===== config.mk =====
export PLATFORM = sky130hd
export DESIGN_NAME = nn_host_ctrl
export DESIGN_NICKNAME = d
export VERILOG_FILES = /design/src/rtl/nn_host_ctrl.sv
export SDC_FILE = /design/constraint.sdc
export NUM_CORES = 1
export LEC_CHECK = 0
export ABC_AREA = 1
export CELL_PAD_IN_SITES_DETAIL_PLACEMENT = 1
export CELL_PAD_IN_SITES_GLOBAL_PLACEMENT = 2
export CORE_AREA = 2 2 195 388
export CTS_BUF_LIST = sky130_fd_sc_hd__clkbuf_4 sky130_fd_sc_hd__clkbuf_8
export DETAILED_ROUTE_END_ITERATION = 6
export DIE_AREA = 0 0 197 390
export GPL_TIMING_DRIVEN = 0
export PLACE_DENSITY = 0.68
export SETUP_SLACK_MARGIN = 0.5
export SYNTH_ARGS = -nofsm -noshare
export SYNTH_HDL_FRONTEND = slang
export SYNTH_SLANG_ARGS = --single-unit

===== constraint.sdc =====
create_clock -name clk -period 21 [get_ports clk]
set_input_delay 4.2 -clock clk [delete_from_list [all_inputs] [get_ports clk]]
set_output_delay 4.2 -clock clk [all_outputs]
set_load 0.01 [all_outputs]

===== src/rtl/nn_host_ctrl.sv =====
// nn_host_ctrl: byte-stream host FSM that loads weights/pixels into the network, pulses learn/classify and returns the result.
// Last pixel byte to res_valid is RESULT_LAT+2 cycles; res held until res_ready; define NN_HOST_CMD_ERR_EN to add the err pulse.
module nn_host_ctrl #(
  parameter int RESULT_LAT = 4
) (
  input  logic            clk,
  input  logic            rst,
  input  logic            in_valid,
  output logic            in_ready,
  input  logic [7:0]      in_data,
  output logic [3:0][7:0] pixels,
  output logic [31:0]     KIDATA1,
  output logic [31:0]     KIDATA2,
  output logic [31:0]     W1IDATA1,
  output logic [31:0]     W1IDATA2,
  output logic [31:0]     W2IDATA1,
  output logic [31:0]     W2IDATA2,
  output logic            learn,
  output logic            classify,
  input  logic [7:0]      result,
  output logic            res_valid,
  input  logic            res_ready,
  output logic [7:0]      res_data,
`ifdef NN_HOST_CMD_ERR_EN
  output logic            err,
`endif
  output logic            busy
);

  typedef enum logic [2:0] {
    IDLE,
    LOAD_W,
    LEARN,
    LOAD_PIX,
    CLASSIFY,
    WAIT,
    RESP
  } state_t;

  localparam logic [7:0] OP_LOAD_W   = 8'h01;
  localparam logic [7:0] OP_LOAD_PIX = 8'h02;
  localparam logic [7:0] WAIT_INIT   = 8'(RESULT_LAT);

  state_t               r_state;
  logic [4:0]           r_cnt;
  logic [7:0]           r_wait;
  logic [5:0][3:0][7:0] r_wsh;
  logic [5:0][3:0][7:0] w_wsh;
  logic [3:0][7:0]      r_psh;
  logic [3:0][7:0]      w_psh;
  logic [5:0][31:0]     r_w;
  logic [3:0][7:0]      r_pix;
  logic                 r_learn;
  logic                 r_classify;
  logic                 r_res_valid;
  logic [7:0]           r_res_data;
  logic                 w_acc;

  assign in_ready = (r_state == IDLE) || (r_state == LOAD_W) || (r_state == LOAD_PIX);
  assign w_acc    = in_valid && in_ready;
  assign busy     = (r_state != IDLE);

  // Shadow view including the byte being accepted this cycle, so the final byte lands in the commit.
  always_comb begin
    w_wsh = r_wsh;
    w_psh = r_psh;
    if (w_acc && (r_state == LOAD_W)) begin
      w_wsh[r_cnt[4:2]][r_cnt[1:0]] = in_data;
    end
    if (w_acc && (r_state == LOAD_PIX)) begin
      w_psh[r_cnt[1:0]] = in_data;
    end
  end

  always_ff @(posedge clk or posedge rst) begin
    if (rst) begin
      r_state     <= IDLE;
      r_cnt       <= '0;
      r_wait      <= '0;
      r_wsh       <= '0;
      r_psh       <= '0;
      r_w         <= '0;
      r_pix       <= '0;
      r_learn     <= 1'b0;
      r_classify  <= 1'b0;
      r_res_valid <= 1'b0;
      r_res_data  <= '0;
    end else begin
      r_learn    <= 1'b0;
      r_classify <= 1'b0;
      r_wsh      <= w_wsh;
      r_psh      <= w_psh;
      case (r_state)
        IDLE: begin
          r_cnt <= '0;
          if (w_acc) begin
            if (in_data == OP_LOAD_W) begin
              r_state <= LOAD_W;
            end else if (in_data == OP_LOAD_PIX) begin
              r_state <= LOAD_PIX;
            end
          end
        end
        LOAD_W: begin
          if (w_acc) begin
            if (r_cnt == 5'd23) begin
              r_w     <= w_wsh;
              r_learn <= 1'b1;
              r_cnt   <= '0;
              r_state <= LEARN;
            end else begin
              r_cnt <= r_cnt + 5'd1;
            end
          end
        end
        LEARN: begin
          r_state <= IDLE;
        end
        LOAD_PIX: begin
          if (w_acc) begin
            if (r_cnt == 5'd3) begin
              r_pix      <= w_psh;
              r_classify <= 1'b1;
              r_cnt      <= '0;
              r_state    <= CLASSIFY;
            end else begin
              r_cnt <= r_cnt + 5'd1;
            end
          end
        end
        CLASSIFY: begin
          r_wait  <= WAIT_INIT;
          r_state <= WAIT;
        end
        WAIT: begin
          // Last WAIT cycle samples the network output.
          if (r_wait <= 8'd1) begin
            r_wait      <= '0;
            r_res_data  <= result;
            r_res_valid <= 1'b1;
            r_state     <= RESP;
          end else begin
            r_wait <= r_wait - 8'd1;
          end
        end
        RESP: begin
          if (res_ready) begin
            r_res_valid <= 1'b0;
            r_state     <= IDLE;
          end
        end
        default: begin
          r_state <= IDLE;
        end
      endcase
    end
  end

`ifdef NN_HOST_CMD_ERR_EN
  logic r_err;

  always_ff @(posedge clk or posedge rst) begin
    if (rst) begin
      r_err <= 1'b0;
    end else begin
      r_err <= w_acc && (r_state == IDLE) &&
               (in_data != OP_LOAD_W) && (in_data != OP_LOAD_PIX);
    end
  end

  assign err = r_err;
`endif

  assign pixels    = r_pix;
  assign KIDATA1   = r_w[0];
  assign KIDATA2   = r_w[1];
  assign W1IDATA1  = r_w[2];
  assign W1IDATA2  = r_w[3];
  assign W2IDATA1  = r_w[4];
  assign W2IDATA2  = r_w[5];
  assign learn     = r_learn;
  assign classify  = r_classify;
  assign res_valid = r_res_valid;
  assign res_data  = r_res_data;

endmodule


-- Word-level counts from Yosys, hierarchy flattened
Cells that the tools add are included.
- input port bits: 20
- register bits after elaboration: 475
- output and inout bits: 237
- logic and storage cells: 121
- muxes and demuxes: 34
- $lt $le $gt $ge: 5
- eq/ne operators: 17
- add/sub/neg operators: 2
- reductions and logical operators: 18
- operators with widths (kind ; number):
    $bwmux 192 ; 1
    $mux 192 ; 1
    $demux 32 s3 ; 1
    $mux 32 ; 2
    $bwmux 32 ; 1
    $mux 3 ; 9
    $mux 5 ; 4
    $pmux 3 s6 ; 1
    $demux 8 s2 ; 1
    $mux 8 ; 2
    $pmux 8 s2 ; 1
    $pmux 5 s3 ; 1
    $reduce_and 3->1 ; 4
    $ne 2x2->1 const B ; 5
    $eq 3x3->1 const B ; 3
    $eq 8x1->1 const B ; 1
    $eq 8x2->1 const B ; 1
    $le 8x1->1 const B ; 1
    $mux 1 ; 8
    $reduce_and 8->1 ; 1
    $sub 8x1->8 const B ; 1
    $reduce_bool 3->1 ; 2
    $add 5x1->5 const B ; 1
    $eq 5x2->1 const B ; 1
    15 further kinds ; 22

-- Logic depth before layout (Yosys ltp)
- depth in word-level cells: 8
- depth in mapped cells: 10
- gate-level depth less buffers: 10

-- Least setup slack after synthesis
OpenSTA, ideal clock, no wires.
- kind: input to register
- from: in in_valid
- to: reg r_wsh[160] in the netlist's numbering
- stages: 6
- setup time: 119 ps
- required time: 20881 ps
- slack: 15895 ps
- data arrival time: 4986 ps
- path buffers: 0
- path through: inv_2 nor2_4 nand2_2 nor2_2 nand2_1 and2_1
- RTL lines (what ; line ; text):
    start, declared ; 8 ; input logic in_valid,
    end signal, assigned ; 91 ; r_wsh <= w_wsh;
    end, declared ; 47 ; logic [5:0][3:0][7:0] r_wsh;

-- Worst setup path in the final report
- from: reg r_state[1]
- to: out busy
- cells in the longest elaborated chain, start to end: 1
- RTL lines (what ; line ; text):
    start, declared ; 44 ; state_t r_state;
    start signal, assigned ; 77 ; r_state <= IDLE;
    start signal, assigned ; 98 ; r_state <= LOAD_W;
    start signal, assigned ; 100 ; r_state <= LOAD_PIX;
    $reduce_bool 3->1 ; 61 ; assign busy = (r_state != IDLE);
    end, declared ; 27 ; output logic busy
Every way passes these cells.

==> results.sh <==
export IMPL_seqPwrFrac_pct=45.8
export IMPL_drt_iter0_drc=610
export IMPL_status="completed"
export IMPL_syn_area_um2=18300
export IMPL_cts_tree="done"
export IMPL_layout_common_cells="nand2_1, dfrtp_1, clkdlybuf4s50_1"
export IMPL_die_y_um=390
export IMPL_cts_setup_buffers=0
export IMPL_synth_seq_cells=459
export IMPL_post_cts_resized=0
export IMPL_fmax_mhz=157
export IMPL_slowest_stage="clkdlybuf4s50_1"
export IMPL_drv_cap=0
export IMPL_tritoncts_num_sinks=459
export IMPL_setup_viol_count_final=0
export IMPL_htree_levels=3
export IMPL_syn_inst=2129
export IMPL_yosysUniqueCellTypes=24
export IMPL_worstPathRequired_ns=16.80
export IMPL_grt_max_degree=121
export IMPL_cp_end_kind="primary output"
export IMPL_num_rows=141
export IMPL_finalCriticalPeriod_ns=6.37
export IMPL_numCtsBuffers=74
export IMPL_slew_headroom_pct=24.0
export IMPL_ioPinCount=257
export IMPL_worstMarginPinSlew_ns=1.14
export IMPL_grt_antenna_before_repair=1
export IMPL_post_place_ws_ns=14.39
export IMPL_final_common_cell="nand2_1"
export IMPL_place_inst=3318
export IMPL_crit_buf_inv=4
export IMPL_ys_warn_count=0
export IMPL_hold_viol=0
export IMPL_avgViaCountPerCell=4.34
export IMPL_placed_cell_area_um2=22200
export IMPL_crit_family="buffers and inverters"
export IMPL_clock_path_buffers=3
export IMPL_gr_total_overflow=0
export IMPL_via_count=15000
export IMPL_die_w_um=197
export IMPL_setup_slack_ns=14.63
export IMPL_crit_arrival_ns=2.17
export IMPL_core_area_um2=73700
export IMPL_stdcell_area_um2=23800
export IMPL_final_util_pct=32.3
export IMPL_path_cells="buf_2 > inv_2 > nand2_1 > nor2_1 > inv_1 > clkdlybuf4s50_1"
export IMPL_nets=2491
export IMPL_clk_pin_slew_ns=0.07
export IMPL_critPathMaxFanout=9
export IMPL_stdcell_count=3448
export IMPL_dieArea_um2=76800
export IMPL_cts_hold_buffers=0
export IMPL_drive_above_1_share_pct=8.78
export IMPL_power_frac_comb_pct=12.6
export IMPL_area_delta_synth_final_pct=30.1
export IMPL_num_fill_cells=8711
export IMPL_portBuffers=256
export IMPL_max_stage_delay_ns=0.49
export IMPL_critPathLaunchType="flop"
export IMPL_gp_congestion=0.754
export IMPL_p_int_mw=1.53
export IMPL_drc=0
export IMPL_min_period_over_period_pct=30.3
export IMPL_grtUsageTotal_pct=17.6
export IMPL_peakVddDrop_mv=0.0462
export IMPL_cts_root_buf="clkbuf_8"
export IMPL_power_leakage_nw=12.4
export IMPL_antenna_left=0
export IMPL_swShare_pct=28.2
export IMPL_criticalPathCategory="flop to primary output"
export IMPL_clock_power_share_pct=41.6
export IMPL_dr_pass1_iters=5
export IMPL_power_density_nw_per_um2=89.6
export IMPL_p_sw_mw=0.602
export IMPL_synth_seq_area_share_pct=62.6
export IMPL_synth_avg_cell_area_um2=8.61
export IMPL_wl_per_cell_um=19.1
export IMPL_grt_pass1_vias=16400
export IMPL_clk_insertion_delay_late_ns=0.70
export IMPL_grt_pass1_wl_um=102000
export IMPL_drt_total_wl_um=65900
export IMPL_grt_setup_unrepaired="no"
export IMPL_dpl_hpwl_um=46900
export IMPL_slew_violations=0
export IMPL_synth_nets=2155
export IMPL_hp_class="flop to flop"
export IMPL_initial_utilization_pct=24.9
export IMPL_whs_ns=0.469
export IMPL_skew_ns=0.0262
==> worst min-delay path: stages (launching register included) <==
cell and delay (ns):
dfrtp_1 0.32, nand2_1 0.05, nand2_1 0.07
==> synth_stat cells <==
cell type / count / area [um2]
nor2_4: 7 / 78.8
nor2_1: 24 / 90.1
xor2_1: 2 / 17.5
o22ai_1: 2 / 12.5
and2_1: 56 / 350
nor2_2: 25 / 156
inv_1: 91 / 342
nand3_1: 76 / 380
dfrtp_1: 459 / 11500
buf_4: 3 / 22.5
nand2_2: 7 / 43.8
nand4_1: 7 / 43.8
o31ai_1: 1 / 7.51
buf_1: 2 / 7.51
clkinv_1: 10 / 37.5
o21ai_1: 1 / 5.00
nor3_1: 1 / 5.00
a21oi_1: 8 / 40.0
nand2_1: 1228 / 4610
buf_2: 38 / 190
inv_2: 7 / 26.3
ha_1: 6 / 75.1
o21ai_0: 42 / 210
clkbuf_1: 26 / 97.6
==> cell families after synthesis <==
family	count (synthesis)	synth area share [%]
simple gates	1431	31.4
flops	459	62.6
buf+inv	177	3.94
compound gates	54	1.50
fa+ha+maj	6	0.409
xor+xnor	2	0.0956
==> layout make-up <==
type	instances	area (um2)	share of cell area, %
clock buffer	105	1380	5.80
tap	929	1160	4.87
multi-input combinational	1493	6130	25.7
inverter	108	413	1.73
timing repair buffer	260	2670	11.2
clock inverter	24	283	1.19
buffer	69	318	1.33
sequential	459	11500	48.2
antenna	1	2.50	0.0105
==> through the flow <==
stage / total power, mW / setup TNS [ns]
after floorplan: 1.15 / 0
after global placement: 1.26 / -1002.98
after detailed placement: 1.27 / 0
after CTS: 2.19 / 0
after global routing: 2.26 / 0
final: 2.14 / 0
==> worst paths after layout <==
| path | startpoint | to | cells after the start | slack, ns |
|---|---|---|---|---|
| max in group asynchronous | rst | W2IDATA1[1]$_DFFE_PP0P_ | 4 | 15.58 |
| min reg2reg | r_wsh[4]$_DFF_PP0_ | r_wsh[4]$_DFF_PP0_ | 2 | 0.47 |
| min | r_wsh[4]$_DFF_PP0_ | r_wsh[4]$_DFF_PP0_ | 2 | 0.47 |
| min in group asynchronous | rst | W1IDATA1[13]$_DFFE_PP0P_ | 2 | 3.93 |
| max | r_state[1]$_DFFE_PP0P_ | busy | 6 | 14.63 |
| max reg2reg | r_state[2]$_DFFE_PP0P_ | W1IDATA1[15]$_DFFE_PP0P_ | 10 | 18.33 |
==> sequential cells by signal, indices dropped and copies added, names as in the netlist, 3 cells and up <==
register,cells
W1IDATA2,32
res_data,8
r_psh,24
KIDATA2,32
r_wsh,184
r_wait,8
KIDATA1,32
r_cnt,5
W1IDATA1,32
r_state,3
pixels,32
W2IDATA2,32
W2IDATA1,32
==> power by group through the flow <==
| stage | Clock, mW | Combinational [mW] | Sequential, mW |
|---|---|---|---|
| CTS | 0.931 | 0.278 | 0.979 |
| global route | 0.964 | 0.310 | 0.985 |
| detailed placement | 0 | 0.277 | 0.995 |
| global placement | 0 | 0.264 | 0.994 |
| floorplan | 0 | 0.158 | 0.994 |
| finish | 0.888 | 0.269 | 0.979 |
==> metal layers <==
layer  vias up  global-route usage, %  part of all wire [%]  wire [um]
li1       7153                      -                     -          -
met1      7420                   21.1                    42      27400
met2       319                   31.1                    51      33500
met3        81                   4.11                   5.2       3450
met4         0                   5.77                   2.4       1590
met5         -                      0                     0          0
No activity file was read; power rests on OpenSTA's default activity.
